--- config.mk ---
export PLATFORM = sky130hd
export DESIGN_NAME = hit_collector
export DESIGN_NICKNAME = d
export VERILOG_FILES = /design/src/rtl/rt_pkg.sv /design/src/rtl/hit_collector_hit_compare.sv /design/src/rtl/hit_collector.sv
export SDC_FILE = /design/constraint.sdc
export NUM_CORES = 1
export LEC_CHECK = 0
export BUFFER_PORTS_ARGS = -buffer_cell sky130_fd_sc_hd__buf_2
export CORE_MARGIN = 4
export CORE_UTILIZATION = 45
export CTS_BUF_LIST = sky130_fd_sc_hd__clkbuf_16
export DETAILED_ROUTE_END_ITERATION = 6
export PLACE_DENSITY = 0.7
export SKIP_LAST_GASP = 1
export SLEW_MARGIN = 20
export SYNTH_ARGS = -nofsm -noshare
export SYNTH_HDL_FRONTEND = slang
export SYNTH_SLANG_ARGS = --single-unit
--- constraint.sdc ---
create_clock -name clock -period 5.37 [get_ports clock]
set_clock_uncertainty 0.05 [all_clocks]
set_input_delay 1.611 -clock clock [delete_from_list [all_inputs] [get_ports clock]]
set_output_delay 1.611 -clock clock [all_outputs]
set_load 0.05 [all_outputs]
--- src/rtl/rt_pkg.sv ---
// rt_pkg: shared types and constants for the ray/triangle return path.
//   Q_BITS   fractional bits of the fixed-point distance t
//   D_BITS   signed data word width
//   M_BITS   triangle ID width
//   TRI_MAX  last triangle ID per ray (TRI_MAX+1 results per ray)
//   T_MAX    largest positive signed D_BITS value, the "no hit yet" distance
package rt_pkg;

  localparam int Q_BITS  = 10;
  localparam int D_BITS  = 32;
  localparam int M_BITS  = 12;
  localparam int TRI_MAX = 11;

  localparam logic signed [D_BITS-1:0] T_MAX = {1'b0, {(D_BITS-1){1'b1}}};

  // One per-triangle intersection result, as popped from the result FIFO.
  typedef struct packed {
    logic                     hit;
    logic signed [D_BITS-1:0] t;
    logic [M_BITS-1:0]        tri_id;
  } hit_result_t;

  // Running / final closest hit of a ray; hit doubles as "any valid hit seen".
  typedef struct packed {
    logic                     hit;
    logic signed [D_BITS-1:0] t;
    logic [M_BITS-1:0]        tri_id;
  } closest_hit_t;

  localparam closest_hit_t BEST_INIT = '{hit: 1'b0, t: T_MAX, tri_id: '0};

  typedef enum logic [2:0] {
    S_WAIT = 3'd0,
    S_EVAL = 3'd1,
    S_EMIT = 3'd2
  } state_t;

endpackage

--- src/rtl/hit_collector_hit_compare.sv ---
// hit_compare: combinational closest-hit reduction step.
//   cand       candidate result under evaluation
//   best       current closest hit of the ray
//   take       candidate replaces the current best
//   next_best  best after considering the candidate
// A candidate counts only when it hits in front of the origin (t > 0). It must
// be strictly closer than the current best, so on equal distance the earlier
// (lower) triangle ID is kept.
module hit_compare
  import rt_pkg::*;
(
  input  hit_result_t  cand,
  input  closest_hit_t best,
  output logic         take,
  output closest_hit_t next_best
);

  logic cand_valid;

  assign cand_valid = cand.hit && ($signed(cand.t) > $signed(D_BITS'(0)));
  assign take       = cand_valid && ($signed(cand.t) < $signed(best.t));

  always_comb begin
    next_best = best;
    if (take) begin
      next_best = '{hit: 1'b1, t: cand.t, tri_id: cand.tri_id};
    end
  end

endmodule

--- src/rtl/hit_collector.sv ---
// hit_collector: drains per-triangle intersection results (TRI_MAX+1 per ray,
// in ID order) from a first-word-fall-through result FIFO and writes one
// closest-hit record per ray to the output FIFO.
//   clock, reset   system clock, asynchronous active-high reset
//   in_empty       result FIFO empty; in_* valid whenever low
//   in_rd_en       result FIFO pop, one cycle per consumed word
//   in_hit/in_t/in_tri_id   head result
//   out_full       output FIFO full
//   out_wr_en      output FIFO push, one cycle per ray
//   out_hit/out_t/out_tri_id  closest-hit record, held between pushes
//   seq_err        sticky: a triangle ID arrived out of sequence
// Optional build macro HIT_COLLECTOR_STATS_EN adds ray_count and hit_count.
// Ray framing is purely counter based: every consumed word fills one slot,
// whatever ID it carries, so a bad ID never changes the ray length.
module hit_collector
  import rt_pkg::*;
(
  input  logic                     clock,
  input  logic                     reset,
  input  logic                     in_empty,
  output logic                     in_rd_en,
  input  logic                     in_hit,
  input  logic signed [D_BITS-1:0] in_t,
  input  logic [M_BITS-1:0]        in_tri_id,
  input  logic                     out_full,
  output logic                     out_wr_en,
  output logic                     out_hit,
  output logic signed [D_BITS-1:0] out_t,
  output logic [M_BITS-1:0]        out_tri_id,
  output logic                     seq_err
`ifdef HIT_COLLECTOR_STATS_EN
  ,
  output logic [31:0]              ray_count,
  output logic [31:0]              hit_count
`endif
);

  state_t                   state_q, state_d;
  hit_result_t              cand_q, cand_d;
  closest_hit_t             best_q, best_d, best_next;
  logic                     take;
  logic [M_BITS-1:0]        exp_id_q, exp_id_d;
  logic                     in_rd_en_d, out_wr_en_d, out_hit_d, seq_err_d;
  logic signed [D_BITS-1:0] out_t_d;
  logic [M_BITS-1:0]        out_tri_id_d;
`ifdef HIT_COLLECTOR_STATS_EN
  logic [31:0]              ray_count_d, hit_count_d;
`endif

  hit_compare u_hit_compare (
    .cand      (cand_q),
    .best      (best_q),
    .take      (take),
    .next_best (best_next)
  );

  always_comb begin
    // NOTE: every signal gets a default before the case so no path leaves it
    // unassigned, which would otherwise infer a latch.
    state_d      = state_q;
    cand_d       = cand_q;
    best_d       = best_q;
    exp_id_d     = exp_id_q;
    in_rd_en_d   = 1'b0;
    out_wr_en_d  = 1'b0;
    out_hit_d    = out_hit;
    out_t_d      = out_t;
    out_tri_id_d = out_tri_id;
    seq_err_d    = seq_err;
`ifdef HIT_COLLECTOR_STATS_EN
    ray_count_d  = ray_count;
    hit_count_d  = hit_count;
`endif

    case (state_q)
      S_WAIT: begin
        if (!in_empty) begin
          cand_d     = '{hit: in_hit, t: in_t, tri_id: in_tri_id};
          in_rd_en_d = 1'b1;
          state_d    = S_EVAL;
        end
      end

      S_EVAL: begin
        if (take) begin
          best_d = best_next;
        end
        if (cand_q.tri_id != exp_id_q) begin
          seq_err_d = 1'b1;
        end
        if (exp_id_q == M_BITS'(TRI_MAX)) begin
          state_d = S_EMIT;
        end else begin
          exp_id_d = exp_id_q + M_BITS'(1);
          state_d  = S_WAIT;
        end
      end

      S_EMIT: begin
        // While the output FIFO is full nothing moves; the record waits here.
        if (!out_full) begin
          out_wr_en_d  = 1'b1;
          out_hit_d    = best_q.hit;
          out_t_d      = best_q.hit ? best_q.t : '0;
          out_tri_id_d = best_q.hit ? best_q.tri_id : '0;
          best_d       = BEST_INIT;
          exp_id_d     = '0;
          state_d      = S_WAIT;
`ifdef HIT_COLLECTOR_STATS_EN
          ray_count_d  = ray_count + 32'd1;
          if (best_q.hit) begin
            hit_count_d = hit_count + 32'd1;
          end
`endif
        end
      end

      default: begin
        // Unused encodings recover exactly as a reset would.
        state_d      = S_WAIT;
        cand_d       = '0;
        best_d       = BEST_INIT;
        exp_id_d     = '0;
        out_hit_d    = 1'b0;
        out_t_d      = '0;
        out_tri_id_d = '0;
        seq_err_d    = 1'b0;
`ifdef HIT_COLLECTOR_STATS_EN
        ray_count_d  = '0;
        hit_count_d  = '0;
`endif
      end
    endcase
  end

  // NOTE: state is updated with non-blocking assignments so every register
  // samples the pre-edge values, independent of statement order.
  always_ff @(posedge clock or posedge reset) begin
    if (reset) begin
      state_q    <= S_WAIT;
      cand_q     <= '0;
      best_q     <= BEST_INIT;
      exp_id_q   <= '0;
      in_rd_en   <= 1'b0;
      out_wr_en  <= 1'b0;
      out_hit    <= 1'b0;
      out_t      <= '0;
      out_tri_id <= '0;
      seq_err    <= 1'b0;
`ifdef HIT_COLLECTOR_STATS_EN
      ray_count  <= '0;
      hit_count  <= '0;
`endif
    end else begin
      state_q    <= state_d;
      cand_q     <= cand_d;
      best_q     <= best_d;
      exp_id_q   <= exp_id_d;
      in_rd_en   <= in_rd_en_d;
      out_wr_en  <= out_wr_en_d;
      out_hit    <= out_hit_d;
      out_t      <= out_t_d;
      out_tri_id <= out_tri_id_d;
      seq_err    <= seq_err_d;
`ifdef HIT_COLLECTOR_STATS_EN
      ray_count  <= ray_count_d;
      hit_count  <= hit_count_d;
`endif
    end
  end

endmodule
# Yosys cells after proc, flatten, opt, wreduce, memory -nomap -nowiden
# Index checks and enable logic that the tools add are counted.
# Widths: inputs -> output; s select.
[classes]
addsub = 1
order_cmp = 2
n_eq_ne = 9
n_mux = 26
n_bitwise = 4
reduce_logical = 12
[ops]
columns = ["op", "n"]
rows = [
  ["$mux 45", 3],
  ["$pmux 45 s3", 1],
  ["$pmux 45 s2", 1],
  ["$mux 32", 2],
  ["$pmux 32 s2", 1],
  ["$mux 12", 4],
  ["$pmux 12 s3", 1],
  ["$gt 32x1->1 const B", 1],
  ["$lt 32x32->1", 1],
  ["$pmux 12 s2", 1],
  ["$add 12x1->12 const B", 1],
  ["$eq 12x4->1 const B", 1],
  ["$ne 12x12->1", 1],
  ["$ne 2x2->1 const B", 5],
  ["$pmux 3 s3", 1],
  ["$reduce_and 2->1", 4],
  ["$mux 1", 6],
  ["$mux 3", 2],
  ["$reduce_and 3->1", 2],
  ["$reduce_or 2->1", 3],
  ["$not 1->1", 4],
  ["$pmux 1 s2", 2],
  ["$eq 3x1->1 const B", 1],
  ["$eq 3x2->1 const B", 1],
  ["other kinds (3)", 4],
]
[word_totals]
register_bits = 153
input_bits = 49
out_inout_bits = 48
word_cells = 68

# Logic depth before layout (Yosys ltp)
[logic_depth]
ltp_word = 5
mapped_depth = 11
mapped_depth_nobuf = 9

# Cells and area by module
# A second synthesis with hierarchy kept.
[unflattened]
hier_cells = 594
hier_area_um2 = 7518.5
[by_module_without_submodules]
columns = ["module", "instances", "cells_each", "area_each_um2", "seq_area_each_um2"]
rows = [
  ["hit_collector", 1, 420, 5911.9, 3842.4],
  ["hit_compare", 1, 174, 1606.5, 0.0],
]

# Worst setup path after synthesis
# No wires, ideal clock.
[synth_path]
kind = "input port to flip-flop"
start = "input out_full"
end = "register best_q[0] (netlist bit)"
setup_time_ns = 0.126
arrival_ns = 3.024
path_slack_ns = 2.170
path_stages = 5
n_path_buf = 1
path_cell_list = "a21o_1 nor4b_1 clkbuf_1 a21oi_1 a311o_1"
[synth_via]
elab_chain_cells = 2
[synth_lines]
columns = ["element", "line_no", "rtl"]
rows = [
  ["from (decl)", "hit_collector.sv:25", "input logic out_full,"],
  ["$ne 2x2->1 (no source line)", "n/a", ""],
  ["$reduce_and 3->1 (no source line)", "n/a", ""],
  ["to (signal assigned)", "hit_collector.sv:157", "best_q <= best_d;"],
  ["to (decl)", "hit_collector.sv:40", "closest_hit_t best_q, best_d, best_next;"],
]
# Every way passes these cells.
# A chain may end at the register's enable or synchronous reset.

# Worst setup path after layout
[layout_path]
start = "input out_full"
end = "register best_q[32] (netlist bit)"
# Same word-level chain as after synthesis.

==> results <==
- The number of distinct library cells after synthesis is 43.
- Across all setup checks in the final design, the least slack found is 1.74 ns.
- The initial standard-cell utilization of the core is 0.461.
- Post-CTS repair changed the size of 0 cells.
- The startpoint of the tightest hold check path is out_hit$_DFFE_PP0P_.
- Clock-pin slew was measured on the worst setup and hold paths at 0.06 ns.
- The simple logic cell fraction of the synthesized area is 0.0824.
- The largest voltage drop on the vdd net is 275 uV.
- The number of I/O port buffers is 96.
- The global-route usage over all layers is 0.197.
- The cell taking the most area after synthesis is dfrtp_1.
- By area, the combinational part of the netlist is dominated by compound AO/OA/AOI/OAI gates.
- The internal power summed over all cells is 2.72 mW.
- Once placement finished, the instance area stood at 7620 um^2.
- The maximum number of buffers from clock root to sink is 2.
- The clock tree synthesis step divided the H-tree into 4 levels.
- After synthesis, the cell types taking the most area are dfrtp_1, dfstp_2, a22o_1, ha_1, a21oi_1.
- Based on the critical path, the design can be clocked at up to 275 MHz.
- After routing the design area is 8190 um^2.
- The logic gate share of total power is 0.322.
- Of the total synthesized cell area, the portion taken by full adders, half adders and majority gates is 0.0625.
- The design draws about 4.4 mW.
- Of the post-synthesis cell area, the dominant cell type holds 0.432.
- The detailed-route wire length is ~17000 um.
- The mux share of post-synthesis cell area is 0.
- The number of antenna violations at the first check in global routing is 0.
- Entering global routing, the biggest net connects roughly 150 pins.
- Counting instances, the worst hold path has a depth of 1.
- The setup slack of the worst register-to-register path is 2.24 ns.
- The max-cap check violation count is 0.
- After detailed routing, the number of remaining DRC violations is 0.
- The biggest fanout along the worst timing path is 35.
- The full die area is between 15000 and 20000 um^2.
- The routed wirelength normalized by instance count is around 19 um.
- After the flow finishes, the layout carries non-filler instances totaling 898.
- The register bit total from synthesis is 152.
- Counting every instance in the synthesized netlist gives 618.
- The switching power share of the total is 0.380.
- The leakage power is between 4 and 5 nW.
- The die is 133 um wide.
- Power spread over the standard cell area amounts to 536 nW/um^2.
- For this run, the register share of the synthesized area comes to 0.549.
- The number of max-slew violations in the final report is 0.
- Routability-driven placement finished with a final weighted congestion of 0.824.
- Summed over all failing endpoints, the final setup total negative slack is 0 ns.
- The total overflow reported by the global router is 0.
- Of the total synthesized cell area, the portion taken by XOR and XNOR cells is 0.0225.
- The number of global-route vias before repair is approximately 5300.
- The min-delay analysis places its worst path in the category register to register.
- The core outline area is 15200 um^2.
- Dividing the synthesized area by the synthesized cell count gives ~11 um^2.
- TritonCTS created 17 clock buffers.
- In this run the critical register-to-register path is launched from best_q[21]$_DFFE_PP1P_.
- The post-synth net total is 702.
- The first global-routing pass estimated 27500 um of wire.
- The number of setup buffers added after CTS is 0.
- The number of rows created at floorplan is 45.
- At the pin with the least slew margin, the transition time is 1.06 ns.
- The detailed-placement wirelength estimate is 11400 um.
- The run finished with clean final reports.
- Measured against its own limit, the worst slew margin works out to 0.290.
- Of the cells placed in the final design, the portion with a size suffix greater than 1 is 0.241.
- Setup repair after global routing left no endpoint under its margin.
- The number of cells on the worst reg-to-reg path is 10.
- In this run the count of I/O pins placed on the die edge is 97.
- The area growth from synthesis to layout is 16.9%.
- The hold violation count in the final report is 0.
- The end of the worst register-to-register path is best_q[32]$_DFFE_PP1P_.
- The count of final setup violators is 0.
- Of the total power, the clock network draws 0.250.
- The sequential group share of total power is 0.428.
- The nature of the critical path endpoint is a register.
- The arrival time of data at the critical path endpoint is just under 4 ns.
- In this run the clock root is driven by a clkbuf_16.
- The worst setup path is launched from an input pin.
- The number of nets with antenna violations after detailed routing is 0.
- The worst hold path terminates at out_hit$_DFFE_PP0P_.
- In this run the vertical extent of the chip is 133 um.
- The antenna diode instance count is 0.
- The setup path with the least slack is of type input pin to register.
- After the last flow step, the layout net total stands at 781.
- The number of detailed-route iterations in the first pass is 5.
- The TritonCTS clock tree is built.
- The cell total after placement is 865.
- Dividing the final minimum period by the clock period gives 0.677.
- The net switching power is 1.67 mW.
- The clock period minus worst slack is 3.63 ns.
- The area fraction in compound gates after synthesis is 0.237.
- The number of warning messages in the yosys log is 0.
- The mapped netlist covers 7000 um^2.
- The iteration-0 DRC count of the detailed router is between 300 and 400.
- Summing over every cut layer, the via total after detailed routing is 5312.
- After detailed routing, the number of vias per cell comes to 5.92.
- Before CTS, the worst setup slack after placement is 1.36 ns.
- The data required time at the worst endpoint is about 5.7 ns.
- The count of clock tree sinks is 152.
- Hold repair after CTS inserted 0 buffers.
- The latest clock arrival within the worst-skew pair is 0.43 ns.
[worst max-delay path: stages]
cell and delay [ns]:
buf_2 0.13, a21o_1 0.56, nor4b_2 0.41, buf_4 0.38, nand3_1 0.49, o32a_1 0.33
[power groups by stage]
stage               combinational, mW  sequential, mW  clock (mW)
finish                           1.41            1.88        1.10
global route                     1.57            1.92        1.17
CTS                              1.40            1.88        1.12
detailed placement               1.38            1.89           0
global placement                 1.32            1.88           0
floorplan                        1.10            1.76           0
[stage by stage]
step | hold WS (ns) | utilization
after detailed placement | 0.410 | 0.501
after floorplan | 0.406 | -
after global routing | 0.464 | 0.539
after CTS | 0.430 | 0.537
final | 0.426 | 0.539
after global placement | 0.407 | 0.501
[worst max path at each step]
stage	to	cells past startpoint	slack [ns]	from
floorplan	best_q[0]$_DFFE_PP0P_	1	1.82	reset
global placement	best_q[33]$_DFFE_PP1P_	6	1.49	out_full
detailed placement	best_q[32]$_DFFE_PP1P_	6	1.36	out_full
CTS	best_q[32]$_DFFE_PP1P_	6	1.82	out_full
global route	best_q[42]$_DFFE_PP1P_	6	1.63	out_full
finish	best_q[32]$_DFFE_PP1P_	6	1.74	out_full
[state kept, by name (all words and copies together), names as in the netlist]
signal      flops
cand_q         45
out_hit         1
exp_id_q       12
seq_err         1
out_t          32
out_tri_id     12
in_rd_en        1
state_q         2
out_wr_en       1
best_q         45
[final cells by class]
cell class	instances	area, um^2
timing repair buffer	105	581
fill	1288	7010
tap	188	235
inverter	37	143
sequential	152	3840
clock buffer	17	425
clock inverter	15	114
multi-input combinational	384	2850
[layout by cell type (no fill, tap or decap), drive strengths merged, types with 16 or more instances in the layout]
| master | netlist | routed |
|---|---|---|
| dfrtp | 121 | 121 |
| buf | 8 | 105 |
| a22o | 90 | 90 |
| a21oi | 47 | 47 |
| inv | 37 | 39 |
| ha | 35 | 35 |
| dfstp | 31 | 31 |
| o21ai | 29 | 29 |
| nand2 | 28 | 28 |
| a31oi | 18 | 18 |
| clkbuf | 37 | 17 |
| nor2 | 16 | 16 |
[metal layers]
metal | vias to the layer above | track usage | part of all wire
met2 | 176 | 0.324 | 0.49
met1 | 2627 | 0.248 | 0.43
met5 | - | 0 | 0
li1 | 2478 | - | -
met3 | 31 | 0.0490 | 0.061
met4 | 0 | 0.0866 | 0.019
[cells in the mapped netlist (all sizes together)]
master,instances
a31oi,18
nand4b,1
clkbuf,37
xnor2,12
nand2,28
o22ai,1
dfstp,31
nand4,15
ha,35
a311o,12
nand3,3
dfrtp,121
a21oi,47
a2111oi,1
and4,1
or3,4
o311ai,1
nor4bb,1
o32a,14
nor2,16
a22oi,1
and3,4
a2bb2oi,2
and2,13
nor4,10
o21ai,29
nor2b,3
nor3,4
inv,37
o21a,3
a22o,90
buf,8
a221o,1
nand2b,2
xor2,6
a211oi,1
a21o,3
nor4b,2
[kinds of logic (layout without fill, tap and decap cells)]
group,after synthesis,count (layout)
xor+xnor,18,18
simple gates,107,107
flops,152,152
buf+inv,82,174
fa+ha+maj,35,35
compound gates,224,224
Power figures use the tool's default switching activity.
